$ cat src/rtl/i2c_master_multi.sv
// I2C bus master: START, 7-bit address + R/W, address ACK, 0..2^LEN_W-1 data
// bytes with valid/ready streaming, NACK abort, then STOP.
module i2c_master_multi #(
  parameter int unsigned CLK_DIV = 4,
  parameter int unsigned LEN_W   = 4
) (
  input  logic             clk,
  input  logic             rst,
  input  logic             start,
  input  logic             rw,
  input  logic [6:0]       addr,
  input  logic [LEN_W-1:0] len,
  input  logic [7:0]       wr_data,
  input  logic             wr_valid,
  output logic             wr_ready,
  output logic [7:0]       rd_data,
  output logic             rd_valid,
  output logic             busy,
  output logic             done,
  output logic             nack,
  output logic [3:0]       state,
  output logic             scl,
  output logic             sda_out,
  input  logic             sda_in
);
  localparam int unsigned DIV_W = (CLK_DIV > 1) ? $clog2(CLK_DIV) : 1;
  localparam logic [DIV_W-1:0] DIV_MAX = DIV_W'(CLK_DIV - 1);

  typedef enum logic [3:0] {
    S_IDLE      = 4'd0,
    S_START     = 4'd1,
    S_ADDR      = 4'd2,
    S_ADDR_ACK  = 4'd3,
    S_WRITE     = 4'd4,
    S_WRITE_ACK = 4'd5,
    S_READ      = 4'd6,
    S_READ_ACK  = 4'd7,
    S_STOP      = 4'd8
  } state_t;

  state_t           cur, nxt;
  logic [DIV_W-1:0] div_cnt;
  logic [1:0]       phase;
  logic [2:0]       bit_cnt;
  logic [7:0]       shreg;
  logic [LEN_W-1:0] cnt;
  logic             rw_q;
  logic             accept, load_pt, stall, tick, end_bit;

  // Load point is the first clk of P0 of bit 7; the engine freezes there until data arrives.
  assign accept  = (cur == S_IDLE) && start;
  assign load_pt = (cur == S_WRITE) && (bit_cnt == 3'd7) && (phase == 2'd0) && (div_cnt == '0);
  assign stall   = load_pt && !wr_valid;
  assign tick    = (cur != S_IDLE) && !stall && (div_cnt == DIV_MAX);
  assign end_bit = tick && (phase == 2'd3);

  assign state = cur;
  assign busy  = (cur != S_IDLE);

  always_ff @(posedge clk) begin
    if (!rst) cur <= S_IDLE;
    else      cur <= nxt;
  end

  always_comb begin
    nxt     = cur;
    scl     = (phase == 2'd1) || (phase == 2'd2);
    sda_out = 1'b1;
    case (cur)
      S_IDLE: begin
        scl = 1'b1;
        if (start) nxt = S_START;
      end
      S_START: begin
        sda_out = (phase < 2'd2);
        if (end_bit) nxt = S_ADDR;
      end
      S_ADDR: begin
        sda_out = shreg[7];
        if (end_bit && bit_cnt == 3'd0) nxt = S_ADDR_ACK;
      end
      S_ADDR_ACK: begin
        if (end_bit) begin
          if (nack || cnt == '0) nxt = S_STOP;
          else if (rw_q)         nxt = S_READ;
          else                   nxt = S_WRITE;
        end
      end
      S_WRITE: begin
        sda_out = shreg[7];
        if (end_bit && bit_cnt == 3'd0) nxt = S_WRITE_ACK;
      end
      S_WRITE_ACK: begin
        if (end_bit) nxt = (nack || cnt == LEN_W'(1)) ? S_STOP : S_WRITE;
      end
      S_READ: begin
        if (end_bit && bit_cnt == 3'd0) nxt = S_READ_ACK;
      end
      S_READ_ACK: begin
        sda_out = (cnt == LEN_W'(1));
        if (end_bit) nxt = (cnt == LEN_W'(1)) ? S_STOP : S_READ;
      end
      S_STOP: begin
        sda_out = phase[1];
        scl     = (phase != 2'd0);
        if (end_bit) nxt = S_IDLE;
      end
      default: nxt = S_IDLE;
    endcase
  end

  always_ff @(posedge clk) begin
    if (!rst) begin
      div_cnt  <= '0;
      phase    <= '0;
      bit_cnt  <= '0;
      shreg    <= '0;
      cnt      <= '0;
      rw_q     <= 1'b0;
      nack     <= 1'b0;
      done     <= 1'b0;
      wr_ready <= 1'b0;
      rd_valid <= 1'b0;
      rd_data  <= '0;
    end else begin
      done     <= 1'b0;
      wr_ready <= 1'b0;
      rd_valid <= 1'b0;
      if (accept) begin
        rw_q    <= rw;
        cnt     <= len;
        shreg   <= {addr, rw};
        nack    <= 1'b0;
        div_cnt <= '0;
        phase   <= '0;
        bit_cnt <= 3'd7;
      end else if (cur != S_IDLE) begin
        if (load_pt && wr_valid) begin
          shreg    <= wr_data;
          wr_ready <= 1'b1;
        end
        if (!stall) div_cnt <= (div_cnt == DIV_MAX) ? '0 : div_cnt + DIV_W'(1);
        if (tick) phase <= phase + 2'd1;
        if (tick && phase == 2'd2) begin
          case (cur)
            S_ADDR_ACK, S_WRITE_ACK: if (sda_in) nack <= 1'b1;
            S_READ: begin
              shreg <= {shreg[6:0], sda_in};
              if (bit_cnt == 3'd0) begin
                rd_data  <= {shreg[6:0], sda_in};
                rd_valid <= 1'b1;
              end
            end
            default: ;
          endcase
        end
        if (end_bit) begin
          case (cur)
            S_ADDR, S_WRITE, S_READ: begin
              bit_cnt <= (bit_cnt == 3'd0) ? 3'd7 : bit_cnt - 3'd1;
              if (cur != S_READ) shreg <= {shreg[6:0], 1'b0};
            end
            S_WRITE_ACK, S_READ_ACK: cnt <= cnt - LEN_W'(1);
            S_STOP: done <= 1'b1;
            default: ;
          endcase
        end
      end
    end
  end
endmodule

$ cat config.mk
export PLATFORM = sky130hd
export DESIGN_NAME = i2c_master_multi
export DESIGN_NICKNAME = d
export VERILOG_FILES = /design/src/rtl/i2c_master_multi.sv
export SDC_FILE = /design/constraint.sdc
export NUM_CORES = 1
export LEC_CHECK = 0
export CAP_MARGIN = 40
export CORE_MARGIN = 3
export CORE_UTILIZATION = 50
export DETAILED_ROUTE_END_ITERATION = 12
export GPL_TIMING_DRIVEN = 0
export PLACE_DENSITY = 0.78
export SETUP_SLACK_MARGIN = 0.3
export SYNTH_ARGS = -nofsm -noshare
export SYNTH_HDL_FRONTEND = slang
export SYNTH_SLANG_ARGS = --single-unit
$ cat constraint.sdc
create_clock -name clk -period 2.2 [get_ports clk]
set_clock_uncertainty 0.05 [all_clocks]
set_input_delay 0.44 -clock clk [delete_from_list [all_inputs] [get_ports clk]]
set_output_delay 0.44 -clock clk [all_outputs]
set_load 0.03 [all_outputs]
# After elaboration in Yosys (flattened, before gate mapping)
# Cells that the tools add are included.
[word_totals]
word_cells = 127
register_bits = 36
inputBits = 25
output_inout_bits = 19
[classes]
mux = 37
eq_ne = 24
order_cmp = 1
n_addsub = 4
bitwise_logic = 7
n_reduce_logical = 42
[op_table]
columns = ["cell", "n"]
rows = [
  ["two-way mux 4 bit", 16],
  ["two-way mux 8 bit", 8],
  ["case mux 4 bit (9 select lines)", 1],
  ["equality test 4 x 3 -> 1 bit, second input constant", 4],
  ["!= test 2 bit, second input constant", 8],
  ["two-way mux 3 bit", 5],
  ["logical AND 1 bit", 11],
  ["nonzero test 2 bit", 5],
  ["AND reduction 9 bit", 1],
  ["equality test 4 x 1 -> 1 bit, second input constant", 2],
  ["equality test 4 x 2 -> 1 bit, second input constant", 2],
  ["zero test 4 bit", 2],
  ["OR reduction 2 bit", 4],
  ["NOT 1 bit", 7],
  ["equality test 2 bit, second input constant", 3],
  ["AND reduction 3 bit", 2],
  ["OR reduction 3 bit", 2],
  ["AND reduction 5 bit", 1],
  ["OR reduction 5 bit", 1],
  ["adder 2 x 1 -> 2 bit, second input constant", 2],
  ["equality test 4 bit, second input constant", 1],
  ["zero test 2 bit", 2],
  ["two-way mux 2 bit", 2],
  ["!= test 4 x 3 -> 1 bit, second input constant", 1],
  ["16 further kinds", 22],
]

# Depth between registers and ports, before layout
# Gate-level depths: netlist (run 1).
[logic_depth]
ltp_word = 15
mapped_depth = 8
depth_no_buf = 7

# Worst setup path after synthesis (run 1)
# No wires, ideal clock.
[synth_timing]
path_type = "register to output"
startpoint = "register cur[2], in the netlist state[2]"
endpoint = "output sda_out"
slack_ns = -0.256
stages_incl_launch_ff = 7
path_buffers = 1
arrival_time_ns = 1.966
required_ns = 1.710
path_cell_list = "dfxtp_1 > buf_4 > xor2_1 > nand2_1 > nor2_1 > a31oi_1 > o21ai_0"
[synth_between]
elab_chain_len = 3
word_cells_on_any_way = 7
classes_between = "5 x eq/ne; 1 x mux; 1 x reduce/logical"
[synth_rtl]
columns = ["element", "line", "rtl"]
rows = [
  ["from (decl)", "41", "state_t cur, nxt;"],
  ["from (signal assigned)", "62", "else cur <= nxt;"],
  ["equality test 4 x 3 -> 1 bit / equality test 4 x 2 -> 1 bit (equally long branches)", "69", "case (cur)"],
  ["OR reduction 2 bit (no line)", "-", ""],
  ["case mux 1 bit (4 select lines) (*)", "69", ""],
  ["to (decl)", "23", "output logic sda_out,"],
]
# Every way passes the cells marked *; elsewhere a longest branch is shown, timed or not.

# Worst setup path after layout (run 1)
# Same ends and word-level chain as after synthesis.

==> results.ini, run 1 <==
[outcome]
status = finished clean

[route]
drc = 0
wire_per_inst_um = 18.52
vias = 2215
finalWirelength_um = 6815
ant_nets = 0
firstDrtPassIters = 4
via_per_inst = 6.019
drt_iter0_markers = 191

[cts]
path_clk_slew_ns = 0.07
cts-root-buf = clkbuf_8
clockBufferDepth = 2
htree_levels = 2
cts_buffers = 5
postCtsHoldBufs = 0
insertion_delay_ns = 0.30
clkSinkCount = 36
cts_tree = yes

[timing]
final-hold-violation-count = 0
fin_crit_sh = 0.9929
finalCriticalPeriod_ns = 2.184
setup_viol = 0
relSlewSlack = 0.5944
maxSlewViolCount = 0
tns_ns = 0
worst_pin_slew_ns = 0.5931
grt_setup_unrepaired = yes
finalWorstSetupSlack_ns = 0.01561
holdWs_ns = 0.4337
clock.fmax_ghz = 0.4578

[cells_and_area]
seqCellArea_um2 = 734.5
diodes = 0
multi_input_area_um2 = 1508
drive_gt1_frac = 0.3522
fillers = 257
fin_nets = 352
fin_util = 0.7808
layout_common_cells = 36 x clkdlybuf4s50_1, 28 x nor2_1, 25 x dfxtp_1
final_cells = 368
area_growth_pct = 46.66
layout_commonest_cell = clkdlybuf4s50_1

[worst_hold_path]
hold_path_class = reg -> reg
hp-start = bit_cnt[0]
whs_endpoint = bit_cnt[0]
min_path_cells = 1

[grt]
grt_max_degree = 12
grt_pass1_vias = 2003
grt_pass1_wl_um = 9839
gr-total-overflow = 0
grt_usage = 0.2411
antenna_found_initial = 0

[power_and_ir_drop]
cellLeakagePower_nw = 1.386
peakVddDrop_mv = 0.5011
powerDensity_nw_per_um2 = 1022

[floorplan]
initial_core_util = 0.5324
pin_count = 44
die_w_um = 72.20
dieArea_um2 = 5212
die_y_um = 72.20
coreArea_um2 = 4115
rows = 23

[placed_design]
place_worst_setup_slack_ns = -0.3729
place.gp.congestion = 0.9423
io_buffer_count = 43
hpwl_um = 4029
dp.cells = 337

[worst_setup_path]
rr_worst_depth = 9
worstSetupPathType = reg -> out
timing.rr.end = shreg[0]
reg2reg_from = div_cnt[1]
crit_path_end_kind = primary output
crit_fanout = 10
rrSetupSlack_ns = 0.29
cp.required_ns = 1.71
start_kind = flip-flop
crit_arrival_ns = 1.69

[yosys]
yosysUniqueCellTypes = 50
syn_avg_cell_area_um2 = 8.979
synth_mux_area_frac = 0.1262
synth_edf_count = 0
ys_seq_elements = 36
synthArstFlopShare = 0
synth_simple_gate_area_frac = 0.1862
synth-compound-area-share = 0.2250
synthesis.nets = 279
synthAdderAreaFrac = 0.05711
synth_area_um2 = 2191
synth_top_family_by_area = compound AO/OA/AOI/OAI gates
synthCells = 244
synth-xor-area-share = 0.01999
yosysSeqAreaShare = 0.3290
ys.flop_type = dfxtp_1
yosys_warnings = 0

[flow_run]
cap_violations = 0

==> flip-flops by register name, summed over array words and instances (netlist names), 2 cells and up <==
| signal | cells |
|---|---|
| bit_cnt | 3 |
| div_cnt | 2 |
| state | 4 |
| shreg | 8 |
| cnt | 4 |
| phase | 2 |
| rd_data | 8 |
==> Yosys cell counts, types with 7 or more instances <==
library cell,number,share of area
nand2_1,17,0.029
nor3_1,7,0.016
ha_1,10,0.057
nor2_1,31,0.053
mux2i_1,16,0.073
o21ai_0,13,0.030
dfxtp_1,36,0.33
inv_1,10,0.017
mux2_2,9,0.046
clkbuf_1,7,0.012
a311oi_2,7,0.048
a21oi_1,10,0.023
==> worst max-delay path by stage <==
| stage | from | to | slack [ns] | cells past startpoint |
|---|---|---|---|---|
| 3_5_place_dp | state[2] | sda_out | -0.37 | 7 |
| 3_3_place_gp | state[2] | busy | -0.35 | 5 |
| 4_1_cts | cnt[1] | sda_out | 0.05 | 7 |
| 6_report | state[2] | sda_out | 0.02 | 7 |
| 5_1_grt | state[2] | sda_out | -0.04 | 7 |
| 2_1_floorplan | state[2] | sda_out | 0.19 | 6 |
==> report_power, final <==
group	switching, mW	internal (mW)
logic	0.906	0.787
registers	0.151	0.779
clock network	0.260	0.400
total	1.32	1.97
==> routing by layer <==
metal / vias to the layer above / global-route usage / share of wire
li1: 1039 / - / -
met1: 1083 / 0.3328 / 0.44
met2: 83 / 0.3842 / 0.48
met3: 10 / 0.04432 / 0.066
met4: 0 / 0.06889 / 0.011
met5: - / 0 / 0
==> layout make-up <==
type                    instances  area share
multi-input cells             181      0.4692
flip-flops and latches         36      0.2286
repair buffers                 66      0.1873
plain buffers                  15     0.04128
clock buffers                   7     0.02998
well taps                      50     0.01947
inverters                      12     0.01480
clock inverters                 1    0.009346
==> worst max-delay path, cell delays in order (launching register included) <==
cell and delay (ns):
dfxtp_1 0.33, buf_6 0.16, clkbuf_8 0.18, nor3_2 0.21, a211oi_2 0.08, o31ai_2 0.21, o21ai_2 0.09, buf_6 0.14
==> cells by family (layout without fill, tap and decap cells) <==
logic type                 after synthesis  after routing
AOI/OAI and AO/OA                       58             58
adders and majority gates               10             10
DFF                                     36             36
buffers and inverters                   27            101
xor gates and xnor gates                 5              5
muxes                                   26             26
and+or+nand+nor                         82             82
==> metrics by stage <==
step / area, um2 / power (mW)
after floorplan: 2213 / 1.810
after global placement: 2706 / 2.165
after detailed placement: 2706 / 2.181
after CTS: 3053 / 3.109
after global routing: 3213 / 3.420
final: 3213 / 3.284
==> timing repair <==
action	in CTS	in global routing
endpoints found under the setup margin	28	25
resized for setup	56	41
buffers inserted	15	4
pin swaps	11	6
gates cloned	1	3
Power figures use the tool's default switching activity.
==> run 2: changes to the inputs <==
--- a/config.mk
+++ b/config.mk
@@ -8,6 +8,7 @@
 export CAP_MARGIN = 40
 export CORE_MARGIN = 3
 export CORE_UTILIZATION = 50
+export CTS_CLUSTER_SIZE = 12
 export DETAILED_ROUTE_END_ITERATION = 12
 export GPL_TIMING_DRIVEN = 0
 export PLACE_DENSITY = 0.78
==> results of run 2 <==
The final DEF is identical to that of run 1; final timing and power are the same.
